**src/rtl/max7219_pkg.sv**
```systemverilog
// Shared definitions for the MAX7219 receive model: register map, FSM encoding, frame length.
package max7219_pkg;

   localparam int FRAME_BITS_DEF = 16;
   localparam int SHIFT_W        = 16;

   localparam logic [3:0] ADDR_NOOP      = 4'h0;
   localparam logic [3:0] ADDR_DIGIT0    = 4'h1;
   localparam logic [3:0] ADDR_DIGIT7    = 4'h8;
   localparam logic [3:0] ADDR_DECODE    = 4'h9;
   localparam logic [3:0] ADDR_INTENSITY = 4'hA;
   localparam logic [3:0] ADDR_SCANLIM   = 4'hB;
   localparam logic [3:0] ADDR_SHUTDOWN  = 4'hC;
   localparam logic [3:0] ADDR_TEST      = 4'hF;

   typedef enum logic [1:0] {
      IDLE  = 2'd0,
      SHIFT = 2'd1,
      LATCH = 2'd2
   } rx_state_t;

   function automatic logic is_digit_addr(input logic [3:0] addr);
      return (addr >= ADDR_DIGIT0) && (addr <= ADDR_DIGIT7);
   endfunction

endpackage

```
**src/rtl/spi_rx_sync.sv**
```systemverilog
// Synchroniser for one SPI line: SYNC_STAGES flops, then one extra flop for rise/fall detection.
module spi_rx_sync #(
   parameter int SYNC_STAGES = 2
) (
   input  logic clk,
   input  logic res,
   input  logic d,
   output logic q,
   output logic rise,
   output logic fall
);

   logic [SYNC_STAGES-1:0] chain;
   logic                   prev;

   // Shift the raw line into the chain and keep the previous synced value.
   always_ff @(posedge clk) begin
      if (res) begin
         chain <= '0;
         prev  <= 1'b0;
      end else begin
         chain <= {chain[SYNC_STAGES-2:0], d};
         prev  <= chain[SYNC_STAGES-1];
      end
   end

   assign q    = chain[SYNC_STAGES-1];
   assign rise = q & ~prev;
   assign fall = ~q & prev;

endmodule

```
**src/rtl/max7219_spi_rx.sv**
```systemverilog
// MAX7219-compatible SPI slave: receives 16-bit frames and holds the register image.
// Optional build macro MAX7219_RX_DOUT_EN adds the spi_dout daisy-chain output.
//
// state | meaning
// IDLE  | waiting for CS low (only after CS has been seen high since reset)
// SHIFT | CS low, shifting one bit per spi_clk rise
// LATCH | one cycle after CS rise: decode and write, or flag a short frame
module max7219_spi_rx
   import max7219_pkg::*;
#(
   parameter int SYNC_STAGES = 2,
   parameter int FRAME_BITS  = FRAME_BITS_DEF
) (
   input  logic        clk,
   input  logic        res,
   input  logic        spi_mosi,
   input  logic        spi_cs,
   input  logic        spi_clk,
`ifdef MAX7219_RX_DOUT_EN
   output logic        spi_dout,
`endif
   output logic [63:0] digits,
   output logic [7:0]  decode_mode,
   output logic [3:0]  intensity,
   output logic [2:0]  scan_limit,
   output logic        shutdown_n,
   output logic        display_test,
   output logic        frame_valid,
   output logic        frame_error,
   output logic [3:0]  last_addr,
   output logic [7:0]  last_data
);

   logic cs_q, cs_rise, cs_fall;
   logic sck_q, sck_rise, sck_fall;
   logic mosi_q, mosi_rise, mosi_fall;

   spi_rx_sync #(.SYNC_STAGES(SYNC_STAGES)) u_sync_cs (
      .clk(clk), .res(res), .d(spi_cs), .q(cs_q), .rise(cs_rise), .fall(cs_fall)
   );
   spi_rx_sync #(.SYNC_STAGES(SYNC_STAGES)) u_sync_sck (
      .clk(clk), .res(res), .d(spi_clk), .q(sck_q), .rise(sck_rise), .fall(sck_fall)
   );
   spi_rx_sync #(.SYNC_STAGES(SYNC_STAGES)) u_sync_mosi (
      .clk(clk), .res(res), .d(spi_mosi), .q(mosi_q), .rise(mosi_rise), .fall(mosi_fall)
   );

   rx_state_t          state_q, state_d;
   logic               armed_q;
   logic [SHIFT_W-1:0] shift_q;
   logic [4:0]         bit_cnt_q;
   logic               clr_frame, shift_en, latch_en;

   logic               frame_ok;
   logic [3:0]         frame_addr;
   logic [7:0]         frame_data;
   logic [3:0]         addr_m1;
   logic [2:0]         digit_sel;

   // State register.
   always_ff @(posedge clk) begin
      if (res) state_q <= IDLE;
      else     state_q <= state_d;
   end

   // Next state and per-cycle datapath controls.
   always_comb begin
      state_d   = state_q;
      clr_frame = 1'b0;
      shift_en  = 1'b0;
      latch_en  = 1'b0;
      case (state_q)
         IDLE: begin
            if (armed_q && !cs_q) begin
               state_d   = SHIFT;
               clr_frame = 1'b1;
            end
         end
         SHIFT: begin
            shift_en = sck_rise & ~cs_q;
            if (cs_rise) state_d = LATCH;
         end
         LATCH: begin
            latch_en = 1'b1;
            state_d  = IDLE;
         end
         default: state_d = IDLE;
      endcase
   end

   // CS must be seen high after reset before a frame may start, so a frame
   // interrupted by reset is never captured partially.
   always_ff @(posedge clk) begin
      if (res)       armed_q <= 1'b0;
      else if (cs_q) armed_q <= 1'b1;
   end

   // Shift register and saturating bit counter.
   always_ff @(posedge clk) begin
      if (res || clr_frame) begin
         shift_q   <= '0;
         bit_cnt_q <= '0;
      end else if (shift_en) begin
         shift_q <= {shift_q[SHIFT_W-2:0], mosi_q};
         if (bit_cnt_q != 5'd31) bit_cnt_q <= bit_cnt_q + 5'd1;
      end
   end

   assign frame_ok   = latch_en && (int'(bit_cnt_q) >= FRAME_BITS);
   assign frame_addr = shift_q[11:8];
   assign frame_data = shift_q[7:0];
   assign addr_m1    = frame_addr - 4'd1;
   assign digit_sel  = addr_m1[2:0];

   // Register image writes and frame strobes, all taking effect at the end of LATCH.
   always_ff @(posedge clk) begin
      if (res) begin
         digits       <= '0;
         decode_mode  <= '0;
         intensity    <= '0;
         scan_limit   <= '0;
         shutdown_n   <= 1'b0;
         display_test <= 1'b0;
         frame_valid  <= 1'b0;
         frame_error  <= 1'b0;
         last_addr    <= '0;
         last_data    <= '0;
      end else begin
         frame_valid <= frame_ok;
         frame_error <= latch_en && !frame_ok;
         if (frame_ok) begin
            last_addr <= frame_addr;
            last_data <= frame_data;
            if (is_digit_addr(frame_addr)) digits[{digit_sel, 3'b000} +: 8] <= frame_data;
            case (frame_addr)
               ADDR_DECODE:    decode_mode  <= frame_data;
               ADDR_INTENSITY: intensity    <= frame_data[3:0];
               ADDR_SCANLIM:   scan_limit   <= frame_data[2:0];
               ADDR_SHUTDOWN:  shutdown_n   <= frame_data[0];
               ADDR_TEST:      display_test <= frame_data[0];
               default: ;
            endcase
         end
      end
   end

`ifdef MAX7219_RX_DOUT_EN
   // DOUT presents the bit leaving the top of the shift register on each spi_clk fall.
   always_ff @(posedge clk) begin
      if (res)                                      spi_dout <= 1'b0;
      else if (state_q == SHIFT && sck_fall && !cs_q) spi_dout <= shift_q[SHIFT_W-1];
   end
`endif

   logic unused_sigs;
   assign unused_sigs = ^{cs_fall, sck_q, sck_fall, mosi_rise, mosi_fall, shift_q[15:12], addr_m1[3]};

endmodule

```
**config.mk**
```make
export PLATFORM = sky130hd
export DESIGN_NAME = max7219_spi_rx
export DESIGN_NICKNAME = d
export VERILOG_FILES = /design/src/rtl/max7219_pkg.sv /design/src/rtl/spi_rx_sync.sv /design/src/rtl/max7219_spi_rx.sv
export SDC_FILE = /design/constraint.sdc
export NUM_CORES = 1
export LEC_CHECK = 0
export CAP_MARGIN = 10
export CORE_UTILIZATION = 46
export CTS_CLUSTER_DIAMETER = 200
export DETAILED_ROUTE_END_ITERATION = 16
export GPL_TIMING_DRIVEN = 0
export PLACE_DENSITY = 0.76
export SYNTH_ARGS = -nofsm -noshare
export SYNTH_HDL_FRONTEND = slang
export SYNTH_SLANG_ARGS = --single-unit
export TNS_END_PERCENT = 20
```
**constraint.sdc**
```tcl
create_clock -name clk -period 2.2 [get_ports clk]
set_input_delay 0.44 -clock clk [delete_from_list [all_inputs] [get_ports clk]]
set_output_delay 0.44 -clock clk [all_outputs]
set_load 0.05 [all_outputs]
```
==> metrics.txt <==
Setup crit end kind output port; final slew viol count 0; 1st-iter DRT viols 132; Cell Area, Synth about 0.0049 mm²; Max Freq 468.8 MHz; Warnings, synthesis 0; Crit path required time between 1.5 and 2 ns; Initial Util between 40 and 50%; PD cells between 700 and 800 mW/mm²; Period Utilization, post-route between 90% and 100%; first-pass GRT wire length just under 20 mm; CTS root buf clkbuf_8; worst-path fanout max 2; Worst path max stage delay slightly above 0.8 ns; post-synthesis cell count between 400 and 500; cts hold-fix bufs 0; Die Span Y ~110 µm; skew final 0.004302 ns; CTS sink cnt about 120; critical path type register to output port; n_diodes 0; Slew HR approximately 40%; GR Util All Layers about 23%; Detailed Route WL 12.10 mm; HP Start u_sync_cs.prev; drc violations 0; Final Hold Viols 0; Vias/cell approximately 5; FF+latch count, synth 123; Worst Path Arrival 1.69 ns; WL/cell 16.11 µm; RSZ-0062 raised after global routing no; PortBufs 99; syn nets 495; # IOs 100; commonest non-fill, non-tap cells in the layout dfxtp_1, clkdlybuf4s50_1, mux2i_1; largest family of logic cells by synthesized area simple AND/OR/NAND/NOR gates; row count 37; Final setup violation count 0; DR vias 3831; DP Area between 0.006 and 0.007 mm²; DP HPWL about 8.2 mm; cts bufs inserted 17; vias in the first global route 3931; HP Class register to register; post-synthesis simple-gate area fraction between 20% and 30%; Final Cell Area between 0.006 and 0.007 mm²; Distinct cells, synth 33; Top Family by Delay on Critical Path buffers and inverters; Slew @ Worst Pin just under 0.9 ns; CTS tree yes; FF-to-FF Start shift_q[8]; syn_area_per_cell ~10 µm²; sequential-to-total area share from yosys stat 50.20%; Filler Cell Count a little over 800; most common cell after layout, fill and taps aside dfxtp_1; Post-Synth XOR/XNOR Area 0.5357%; die area 0.01108 mm²; crit-path cells clkdlybuf4s50_1; antenna-violating nets left 0; VDD IR max between 0.0005 and 0.0006 V; Synth Area in Adders around 2.0%; critical path's slowest cell clkdlybuf4s50_1; layout cells sized above 1 9.756%; Worst-Skew Late Latency just over 0.5 ns; GPL Wtd Cong 0.7951; DIE WIDTH around 110 µm; CTS clk-pin slew, worst paths 0.05 ns; Core Box Area between 0.01 and 0.015 mm²; antenna violations before repair 0; Layout area overhead 38.72%; WP buf/inv 1; complex-gate fraction of the synthesized area approximately 2.7%; Clock Path Buffers 2; status finished clean; 1st-pass router iterations 4; mux cell area share after synthesis 18.98%; global route overflow 0; Leak Pwr approximately 2.8 nW; TNS Setup 0 ns; Tmin final approximately 2.1 ns; largest net degree at the start of global routing 17; Total Nets Final 616; Max Cap Viol 0; crit path launch type register; crit path launch shutdown_n; htree depth 4
[metal layers]
| metal | track usage [%] | routed length [µm] |
|---|---|---|
| met5 | 0 | 0 |
| met2 | 39.94 | 6094 |
| met1 | 27.49 | 5349 |
| met3 | 6.679 | 507 |
| met4 | 6.237 | 146 |
[through the flow]
| step | total power [mW] | setup slack [ns] | hold WS (ns) | util (%) | cells |
|---|---|---|---|---|---|
| final | 5.169 | 0.06676 | 0.4338 | 65.91 | 751 |
| after CTS | 5.193 | 0.02172 | 0.4344 | 65.68 | 752 |
| after global routing | 5.317 | 0.01177 | 0.4551 | 65.91 | 751 |
| after floorplan | 2.354 | 0.04244 | 0.3984 | - | 482 |
| after global placement | 2.384 | -0.3802 | 0.4172 | 58.83 | 717 |
| after detailed placement | 2.385 | -0.3830 | 0.4260 | 58.83 | 717 |
[flip-flops by register name, summed over array words and instances (netlist names), 2 cells and up]
name and cells:
u_sync_sck.chain 2, scan_limit 3, last_addr 4, digits 64
last_data 8, state_q 2, u_sync_mosi.chain 2, shift_q 12
intensity 4, decode_mode 8, bit_cnt_q 5, u_sync_cs.chain 2
[worst paths after layout]
| kind | endpoint | slack [ns] | cells past startpoint |
|---|---|---|---|
| hold / removal | state_q[1] | 0.43 | 1 |
| setup / recovery | shutdown_n | 0.07 | 1 |
| hold reg to reg | state_q[1] | 0.43 | 1 |
| setup reg to reg | digits[29] | 0.12 | 8 |
[layout make-up]
class                           count  area [µm²]  area share [%]
Sequential cell                   123        2467           36.26
Multi-Input combinational cell    324        2380           34.98
Timing Repair Buffer              103        1033           15.19
Clock buffer                       25       504.2           7.411
Tap cell                          136       170.2           2.501
Buffer                             29       122.6           1.802
Clock inverter                      6       107.6           1.581
Inverter                            5       18.77          0.2758
[Yosys cell counts (all sizes together)]
master  count  share of area, %
or3         2              0.26
inv         5              0.38
xor2        2              0.36
nor2b       8               1.0
a21oi      16               1.6
nand4       2              0.26
buf         7              0.82
nor4b       3              0.54
nand2      40               3.1
mux2i      93                19
a211oi      2              0.56
nor2       37               2.8
o21ai       3              0.31
nor3b       4              0.71
or4         1              0.15
and3b       1              0.18
or4b        1              0.20
and2        1              0.13
nand3b     12               1.8
and3        2              0.26
clkbuf     23               1.8
dfxtp     123                50
nand2b     73               9.3
a31o        1              0.18
xnor2       1              0.18
ha          8               2.0
nand3       6               1.1
nor3        2              0.20
nand4b      3              0.54
[cell families after synthesis]
family / after synthesis
fa+ha+maj: 8
buf+inv: 35
flops: 123
mux: 93
simple gates: 198
xor+xnor: 3
compound gates: 22
[power breakdown]
part / total (mW) / internal [mW] / leakage, nW / switching (mW)
sequential: 2.24 / 2.24 / 0.993 / 0.00573
clock: 2.83 / 1.90 / 0.300 / 0.933
combinational: 0.0967 / 0.0427 / 1.49 / 0.0539
total: 5.17 / 4.18 / 2.78 / 0.992
[what timing repair did]
item | 4_1_cts | 5_1_grt
gates resized for setup | 10 | 7
buffers inserted | 4 | 0
pin swaps | 2 | 1
endpoints found under the setup margin | 64 | 50
Power figures use the tool's default switching activity.
